===== src/rtl/collatz_sweep.sv =====
// Sweep driver around a collatz stage: issues start..start+count-1, returns the input with the most steps.
// Latency: first issue one cycle after command fire; result one cycle after the last step count retires.
// Backpressure: stage in_ready stalls issue, a full tag FIFO stalls issue only, out_ready=0 holds the result.

module collatz_sweep_tag_fifo #(
  parameter int W     = 16,
  parameter int DEPTH = 4
) (
  input  logic         clk,
  input  logic         nrst,
  input  logic         push,
  input  logic [W-1:0] push_dat,
  input  logic         pop,
  output logic [W-1:0] pop_dat,
  output logic         full,
  output logic         empty
);
  localparam int AW = $clog2(DEPTH);

  logic [W-1:0] mem_q [DEPTH];
  logic [W-1:0] mem_d [DEPTH];
  logic [AW-1:0] wr_q, wr_d, rd_q, rd_d;
  logic [AW:0]   cnt_q, cnt_d;

  assign pop_dat = mem_q[rd_q];
  assign full    = (cnt_q == (AW+1)'(DEPTH));
  assign empty   = (cnt_q == '0);

  // Pointer/occupancy update; a simultaneous push and pop leaves occupancy unchanged.
  always_comb begin
    mem_d = mem_q;
    wr_d  = wr_q;
    rd_d  = rd_q;
    cnt_d = cnt_q;
    if (push) begin
      mem_d[wr_q] = push_dat;
      wr_d        = wr_q + 1'b1;
    end
    if (pop) begin
      rd_d = rd_q + 1'b1;
    end
    case ({push, pop})
      2'b10:   cnt_d = cnt_q + 1'b1;
      2'b01:   cnt_d = cnt_q - 1'b1;
      default: cnt_d = cnt_q;
    endcase
  end

  // Storage and pointers, cleared by synchronous reset.
  always_ff @(posedge clk) begin
    if (!nrst) begin
      for (int i = 0; i < DEPTH; i++) mem_q[i] <= '0;
      wr_q  <= '0;
      rd_q  <= '0;
      cnt_q <= '0;
    end else begin
      for (int i = 0; i < DEPTH; i++) mem_q[i] <= mem_d[i];
      wr_q  <= wr_d;
      rd_q  <= rd_d;
      cnt_q <= cnt_d;
    end
  end
endmodule

module collatz_sweep #(
  parameter int N     = 16,
  parameter int DEPTH = 4
) (
  input  logic         clk,
  input  logic         nrst,
  input  logic         in_valid,
  output logic         in_ready,
  input  logic [N-1:0] in_start,
  input  logic [N-1:0] in_count,
  output logic         out_valid,
  input  logic         out_ready,
  output logic [N-1:0] out_best_n,
  output logic [N-1:0] out_best_steps,
  output logic         dut_in_valid,
  input  logic         dut_in_ready,
  output logic [N-1:0] dut_in0,
  input  logic         dut_out_valid,
  output logic         dut_out_ready,
  input  logic [N-1:0] dut_out0
);
  typedef enum logic [1:0] {IDLE, RUN, DRAIN, DONE} state_t;

  state_t       state_q, state_d;
  logic [N-1:0] start_q, start_d;
  logic [N-1:0] count_q, count_d;
  logic [N-1:0] issue_q, issue_d;
  logic [N-1:0] retire_q, retire_d;
  logic [N-1:0] best_n_q, best_n_d;
  logic [N-1:0] best_steps_q, best_steps_d;

  logic         issue_fire;
  logic         retire_fire;
  logic [N-1:0] tag_head;
  logic         tag_full;
  logic         tag_empty;

  // Wraps modulo 2^N; the caller keeps zero out of the sweep.
  assign dut_in0        = start_q + issue_q;
  assign out_best_n     = best_n_q;
  assign out_best_steps = best_steps_q;

  // Handshake outputs, derived from registered state only.
  always_comb begin
    in_ready      = 1'b0;
    out_valid     = 1'b0;
    dut_in_valid  = 1'b0;
    dut_out_ready = 1'b0;
    case (state_q)
      IDLE:  in_ready = 1'b1;
      RUN: begin
        dut_in_valid  = !tag_full;
        dut_out_ready = !tag_empty;
      end
      DRAIN: dut_out_ready = !tag_empty;
      DONE:  out_valid = 1'b1;
      default: ;
    endcase
  end

  assign issue_fire  = dut_in_valid && dut_in_ready;
  assign retire_fire = dut_out_valid && dut_out_ready;

  // Tags travel alongside the in-order stage so each step count meets its input.
  collatz_sweep_tag_fifo #(.W(N), .DEPTH(DEPTH)) u_tag_fifo (
    .clk      (clk),
    .nrst     (nrst),
    .push     (issue_fire),
    .push_dat (dut_in0),
    .pop      (retire_fire),
    .pop_dat  (tag_head),
    .full     (tag_full),
    .empty    (tag_empty)
  );

  // Next-state: command latch, issue/retire counting, running maximum and state transitions.
  always_comb begin
    state_d      = state_q;
    start_d      = start_q;
    count_d      = count_q;
    issue_d      = issue_q;
    retire_d     = retire_q;
    best_n_d     = best_n_q;
    best_steps_d = best_steps_q;

    case (state_q)
      IDLE: begin
        if (in_valid) begin
          start_d      = in_start;
          count_d      = in_count;
          issue_d      = '0;
          retire_d     = '0;
          best_n_d     = '0;
          best_steps_d = '0;
          state_d      = (in_count == '0) ? DONE : RUN;
        end
      end
      DONE: begin
        if (out_ready) state_d = IDLE;
      end
      default: ;
    endcase

    if (issue_fire) begin
      issue_d = issue_q + 1'b1;
      if (issue_d == count_q) state_d = DRAIN;
    end

    if (retire_fire) begin
      retire_d = retire_q + 1'b1;
      // Strict compare: on a tie the earlier input stays the winner.
      if (dut_out0 > best_steps_q) begin
        best_steps_d = dut_out0;
        best_n_d     = tag_head;
      end
      if (state_q == DRAIN && retire_d == count_q) state_d = DONE;
    end
  end

  // State and datapath registers with synchronous active-low reset.
  always_ff @(posedge clk) begin
    if (!nrst) begin
      state_q      <= IDLE;
      start_q      <= '0;
      count_q      <= '0;
      issue_q      <= '0;
      retire_q     <= '0;
      best_n_q     <= '0;
      best_steps_q <= '0;
    end else begin
      state_q      <= state_d;
      start_q      <= start_d;
      count_q      <= count_d;
      issue_q      <= issue_d;
      retire_q     <= retire_d;
      best_n_q     <= best_n_d;
      best_steps_q <= best_steps_d;
    end
  end
endmodule

===== config.mk =====
export PLATFORM = sky130hd
export DESIGN_NAME = collatz_sweep
export DESIGN_NICKNAME = d
export VERILOG_FILES = /design/src/rtl/collatz_sweep.sv
export SDC_FILE = /design/constraint.sdc
export NUM_CORES = 1
export LEC_CHECK = 0
export ABC_AREA = 0
export CAP_MARGIN = 25
export CORE_UTILIZATION = 38
export DETAILED_ROUTE_END_ITERATION = 8
export GPL_ROUTABILITY_DRIVEN = 0
export MAX_ROUTING_LAYER = met4
export PLACE_DENSITY = 0.69
export SYNTH_ARGS = -nofsm -noshare
export SYNTH_HDL_FRONTEND = slang
export SYNTH_SLANG_ARGS = --single-unit

===== constraint.sdc =====
create_clock -name clk -period 4 [get_ports clk]
set_clock_uncertainty 0.15 [all_clocks]
set_input_delay 0.6 -clock clk [delete_from_list [all_inputs] [get_ports clk]]
set_output_delay 0.6 -clock clk [all_outputs]
set_load 0.05 [all_outputs]

==> results.py, run 1 <==
metrics = {
    "detailed_routing": {
        "drt_first_pass_iters": 5,
        "wl_per_cell_um": 15.88,
        "vias": 8334,
        "drt_iter0_markers": 664,
        "totalWireLength_mm": 24.62,
        "ant_nets": 0,
        "drc": 0,
        "viasPerCell": 5.377,
    },
    "die": {
        "start_util_pct": 38.82,
        "rows": 56,
        "dieArea_mm2": 0.02467,
        "io_pins": 106,
        "coreArea_mm2": 0.02354,
        "dieWidth_um": 157.1,
        "die_y_um": 157.1,
    },
    "worst_hold_path": {
        "hold_start": "u_tag_fifo.mem_q[32]",
        "hold_depth": 2,
        "whs_endpoint": "u_tag_fifo.mem_q[32]",
        "hold_path_class": "reg -> reg",
    },
    "sta": {
        "tightest_slew_ns": 0.8960,
        "post-route-period-util_pct": 95.24,
        "rsz0062_at_grt": "false",
        "fmax_mhz": 262.5,
        "period_needed_ns": 3.810,
        "drv_slew": 0,
        "fin_setup_tns_ns": 0,
        "hold_violations": 0,
        "layout_setup_ws_ns": 0.1904,
        "relSlewSlack_pct": 40.18,
        "setup_violations": 0,
    },
    "cts": {
        "cts_setup_buffers": 0,
        "cts_buffer_depth": 2,
        "cts_max_level": 4,
        "cts.sinks": 169,
        "cts_tree": "built",
        "cts_made_buffers": 17,
        "root_buffer": "clkbuf_16",
        "clk_latency_ns": 0.44,
        "clkTransAtPathRegs_ns": 0.07,
    },
    "flow_run": {
        "drv_cap": 0,
    },
    "synthesis": {
        "synth_edf_count": 0,
        "syn-instance-count": 1144,
        "synth_nets": 1242,
        "synthTopCellsByArea": "dfxtp_1 (37%), a21oi_1 (8.5%), nand2_1 (8.4%)",
        "ys_warn_count": 0,
        "synthArstFlopShare_pct": 0,
        "synth.top_cell.area_share_pct": 37.02,
        "ys_seq_area_share_pct": 37.02,
        "yosysTopAreaCell": "dfxtp_1",
        "ys_seq_elements": 169,
        "synth_cell_type_count": 67,
        "syn_area_mm2": 0.009139,
        "synth_area_per_cell_um2": 7.988,
        "synth-main-ff-cell": "dfxtp_1",
    },
    "setup_path": {
        "path_max_fanout": 10,
        "r2r_setup_slack_ns": 1.13,
        "required_ns": 3.25,
        "r2r-end": "u_tag_fifo.cnt_q[2]",
        "crit_type": "reg -> out",
        "r2r_start": "state_q[1]",
        "rr_worst_depth": 11,
        "crit_arrival_ns": 3.06,
        "end_kind": "output pin",
        "startpoint": "issue_q[3]",
        "cp-start-kind": "register",
    },
    "grt": {
        "met3_usage_pct": 4.075,
        "use_met1_pct": 28.07,
        "grt_most_used_layer": "met2",
        "grt_first_pass_wirelength_mm": 40.23,
        "grt_pass1_vias": 7840,
        "groute.layer.met2.usage_pct": 33.44,
        "antenna_found_initial": 1,
        "grt_max_degree": 53,
        "grt_usage_pct": 21.32,
        "grt.overflow.total": 0,
    },
    "final_layout": {
        "fill_cells": 2348,
        "final_cell_mix": "nand2_1 (204), dfxtp_1 (168), a21oi_1 (155)",
        "drive_gt1_share_pct": 7.805,
        "area_growth_pct": 22.06,
        "layout.cells.most_common": "nand2_1",
        "fin_nets": 1315,
    },
    "outcome": {
        "outcome": "finished clean",
    },
    "power": {
        "p_leak_nw": 4.098,
        "vdd.ir_drop.worst_v": 0.0002490,
        "power.density_mw_per_mm2": 353.4,
    },
    "place": {
        "place_ws_ns": 0.5439,
        "dp_hpwl_mm": 17.47,
        "place.port_buffers": 105,
    },
}
worst max path at each step:
stage                             end  slack, ns
after floorplan           dut_in0[12]       0.44
after global placement     dut_in0[4]       0.55
after detailed placement   dut_in0[4]       0.54
after CTS                  dut_in0[4]       0.06
after global routing      dut_in0[13]       0.02
final                     dut_in0[13]       0.19
synth_stat cells (all sizes together) (2+ instances only):
library cell / n
o22ai: 3
nor2: 87
ha: 42
xor2: 17
a21oi: 155
a21boi: 2
a21o: 10
o221ai: 2
mux4: 16
dfxtp: 169
o21a: 10
nor4: 9
nand2b: 4
a31o: 4
nor2b: 5
o31ai: 11
nand2: 205
o311ai: 4
a31oi: 6
a211oi: 15
and2: 9
a311oi: 3
fa: 2
nor3: 19
nand3: 58
o31a: 2
nand3b: 4
inv: 42
o21ai: 42
nand4: 18
or4: 2
buf: 24
xnor2: 46
and4: 5
or3: 7
and3: 18
a211o: 2
mux2i: 3
clkbuf: 50
per-layer routing:
| metal | vias up | part of all wire, % |
|---|---|---|
| li1 | 4138 | - |
| met1 | 3911 | 47 |
| met2 | 256 | 45 |
| met3 | 29 | 6.3 |
| met4 | 0 | 1.4 |
| met5 | - | 0 |
what timing repair did:
item | in CTS | in global routing
endpoints found under the hold margin | 0 | 0
hold buffers | 0 | 0
resized for setup | 0 | 9
setup endpoints to repair | 0 | 9
worst max-delay path, cell delays in order, from the launching register on:
cell             delay (ns)
dfxtp_1                0.44
ha_1                   0.40
o21ai_0                0.13
o21ai_1                0.20
nand3_1                0.12
a31oi_1                0.28
xnor2_2                0.16
inv_1                  0.09
clkdlybuf4s50_1        0.80
area by class of cell:
cell class / instances / area (µm²) / share of cell area [%]
antenna: 1 / 2.502 / 0.02243
clock buffer: 18 / 429.2 / 3.847
inverter: 42 / 160.2 / 1.436
sequential: 169 / 3385 / 30.34
timing repair buffer: 128 / 1299 / 11.64
tap: 319 / 399.1 / 3.578
clock inverter: 14 / 161.4 / 1.447
multi-input combinational: 859 / 5319 / 47.68
logic make-up (layout without fill, tap and decap cells):
group	Yosys count	in the layout	share of synthesized area (%)
xor gates and xnor gates	63	63	6.038
AOI/OAI and AO/OA	280	280	18.22
DFF	169	169	37.02
other	0	1	0
muxes	19	19	4.272
and+or+nand+nor	453	453	23.10
adders and majority gates	44	44	6.188
buffers and inverters	116	202	5.162
flip-flops by register name (all words and copies together) (netlist names):
name and count:
u_tag_fifo.mem_q 64, start_q 16, u_tag_fifo.rd_q 2, count_q 16, issue_q 16, state_q 2
u_tag_fifo.wr_q 2, out_best_steps 16, retire_q 16, out_best_n 16, u_tag_fifo.cnt_q 3
per-stage QoR:
step | power [mW] | area, µm² | utilization, % | hold slack, ns | std cells
3_3_place_gp | 2.289 | 10530 | 44.71 | 0.2898 | 1517
3_5_place_dp | 2.294 | 10530 | 44.71 | 0.2969 | 1517
6_report | 3.942 | 11150 | 47.38 | 0.3014 | 1550
4_1_cts | 3.962 | 11120 | 47.22 | 0.3063 | 1549
2_1_floorplan | 2.095 | 9139 | - | 0.2831 | 1144
5_1_grt | 4.078 | 11150 | 47.38 | 0.3274 | 1550
report_power, final:
part,switching [mW],total [mW],internal (mW)
Clock,0.747,1.68,0.935
Combinational,0.306,0.505,0.199
Sequential,0.0385,1.75,1.72
Power figures use the tool's default switching activity.
==> inputs of run 2 (changes only) <==
- CORE_MARGIN: default -> 10
==> run 2 against run 1 <==
Net effect:
- flip-flop and latch count is the same
- worst hold slack gained 0.0058 ns
- cell count is 0.26% lower
- clock power is 4% higher
- setup slack lost 0.033 ns
- combinational power hardly changed
- count of clock-buffer cells in the layout grew 3
- sequential power hardly changed
- largest power group unchanged
==> results.py, run 2 (synthesis results as in run 1) <==
metrics = {
    "sta": {
        "tightest_slew_ns": 1.000,
        "rsz0062_at_grt": "true",
        "relSlewSlack_pct": 33.24,
        "fmax_mhz": 260.3,
        "period_needed_ns": 3.842,
        "fin_setup_tns_ns": 0,
        "hold_violations": 0,
        "post-route-period-util_pct": 96.05,
        "whs_ns": 0.3072,
        "drv_slew": 0,
        "setup_violations": 0,
    },
    "cts": {
        "clk_latency_ns": 0.44,
        "cts_made_buffers": 17,
        "clkTransAtPathRegs_ns": 0.07,
        "cts_max_level": 4,
        "cts_buffer_depth": 2,
        "cts_setup_buffers": 0,
        "cts.sinks": 169,
        "cts_tree": "built",
        "root_buffer": "clkbuf_16",
    },
    "die": {
        "rows": 56,
        "io_pins": 106,
        "dieArea_mm2": 0.03065,
        "start_util_pct": 38.82,
        "coreArea_mm2": 0.02354,
        "dieWidth_um": 175.1,
        "die_y_um": 175.1,
    },
    "grt": {
        "antenna_found_initial": 0,
        "grt_max_degree": 79,
        "grt.overflow.total": 0,
        "grt_pass1_vias": 7855,
        "grt_usage_pct": 17.02,
        "grt_first_pass_wirelength_mm": 41.66,
    },
    "final_layout": {
        "drive_gt1_share_pct": 7.335,
        "fill_cells": 2323,
        "final_cell_mix": "nand2_1 (204), dfxtp_1 (169), a21oi_1 (155)",
        "final_area_mm2": 0.01112,
        "layout.cells.most_common": "nand2_1",
        "largest_reg_flops": 64,
        "antenna-diode-count": 0,
        "regMostFlops": "u_tag_fifo.mem_q",
        "area_growth_pct": 21.71,
        "fin_nets": 1312,
    },
    "setup_path": {
        "required_ns": 3.25,
        "r2r_start": "state_q[0]",
        "cp_cell_sequence": "ha_1 > o21a_1 > o21a_1 > nand3_1 > a31oi_1 > xnor2_1 > inv_1 > clkdlybuf4s50_1",
        "rr_worst_depth": 11,
        "end_kind": "output pin",
        "crit_cells": 8,
        "cp_common_cell": "o21a_1",
        "r2r-end": "u_tag_fifo.cnt_q[2]",
        "crit_arrival_ns": 3.09,
        "path_max_fanout": 9,
        "cp-start-kind": "register",
        "path_buf_inv": 2,
        "cp_slowest_stage_delay_ns": 0.73,
        "cp_top_family": "buffers and inverters",
        "crit_slowest_cell": "clkdlybuf4s50_1",
        "crit_type": "reg -> out",
        "r2r_setup_slack_ns": 0.82,
    },
    "power": {
        "p_leak_nw": 4.039,
        "power.density_mw_per_mm2": 360.4,
        "switching_share_pct": 26.66,
        "power_switching_mw": 1.069,
        "p_int_mw": 2.940,
        "vdd.ir_drop.worst_v": 0.0002249,
        "power_frac_clock_pct": 43.7,
        "seqPwrFrac_pct": 43.8,
        "share_comb_of_total_power_pct": 12.6,
    },
    "detailed_routing": {
        "viasPerCell": 5.434,
        "drt_iter0_markers": 672,
        "drt_first_pass_iters": 5,
        "ant_nets": 0,
        "wl_per_cell_um": 16.72,
        "vias": 8401,
        "totalWireLength_mm": 25.85,
        "drc": 0,
    },
    "flow_run": {
        "drv_cap": 0,
    },
    "place": {
        "place.port_buffers": 105,
        "dp_hpwl_mm": 18.49,
        "placed_cell_area_mm2": 0.01049,
    },
    "outcome": {
        "outcome": "finished clean",
    },
    "worst_hold_path": {
        "hold_path_class": "reg -> reg",
        "hold_start": "u_tag_fifo.mem_q[56]",
        "hold_depth": 2,
        "whs_endpoint": "u_tag_fifo.mem_q[56]",
    },
}
-- run 2: per-layer routing --
metal | GRT usage [%] | vias up | wire (µm)
met5 | - | - | 0
met4 | 5.228 | 0 | 382
met3 | 2.802 | 34 | 1441
met2 | 25.40 | 279 | 11350
met1 | 23.09 | 3961 | 12670
li1 | - | 4127 | -
-- run 2: worst max path at each step --
stage	to	startpoint
finish	dut_in0[13]	issue_q[5]
global route	dut_in0[7]	issue_q[5]
CTS	dut_in0[15]	issue_q[5]
detailed placement	dut_in0[15]	issue_q[5]
global placement	dut_in0[15]	issue_q[5]
floorplan	dut_in0[12]	issue_q[0]
-- run 2: worst min-delay path, stage by stage (launching register included) --
cell and delay [ns]:
dfxtp_1 0.31, nand2_1 0.05, a21oi_1 0.05
-- run 2: area by class of cell --
class	count	area [µm²]	area share, %
Tap cell	319	399.1	3.588
Clock inverter	11	161.4	1.451
Timing Repair Buffer	125	1254	11.27
Inverter	42	160.2	1.440
Clock buffer	21	460.4	4.139
Sequential cell	169	3383	30.42
Multi-Input combinational cell	859	5305	47.69
-- run 2: per-stage QoR --
| step | setup slack [ns] | instances | util [%] | power, mW |
|---|---|---|---|---|
| final | 0.1578 | 1546 | 47.25 | 4.009 |
| after global routing | -0.003739 | 1546 | 47.25 | 4.157 |
| after CTS | 0.03231 | 1546 | 47.19 | 4.033 |
| after detailed placement | 0.5261 | 1514 | 44.55 | 2.292 |
| after global placement | 0.5683 | 1514 | 44.55 | 2.286 |
| after floorplan | 0.4438 | 1144 | - | 2.095 |
-- run 2: power groups by stage --
stage	sequential (mW)	combinational (mW)	clock, mW
floorplan	1.78	0.316	0
detailed placement	1.79	0.500	0
global route	1.76	0.551	1.85
finish	1.75	0.504	1.75
global placement	1.79	0.494	0
CTS	1.75	0.503	1.78
-- run 2: repair_timing --
action,CTS,global route
gates resized for setup,0,3
endpoints found under the setup margin,0,4
hold buffers,0,0
==> inputs of run 3 (changes only) <==
- CAP_MARGIN: 25 -> 20
==> results of run 3 <==
Same layout as run 2: the final DEF is identical, and so are final timing and power.
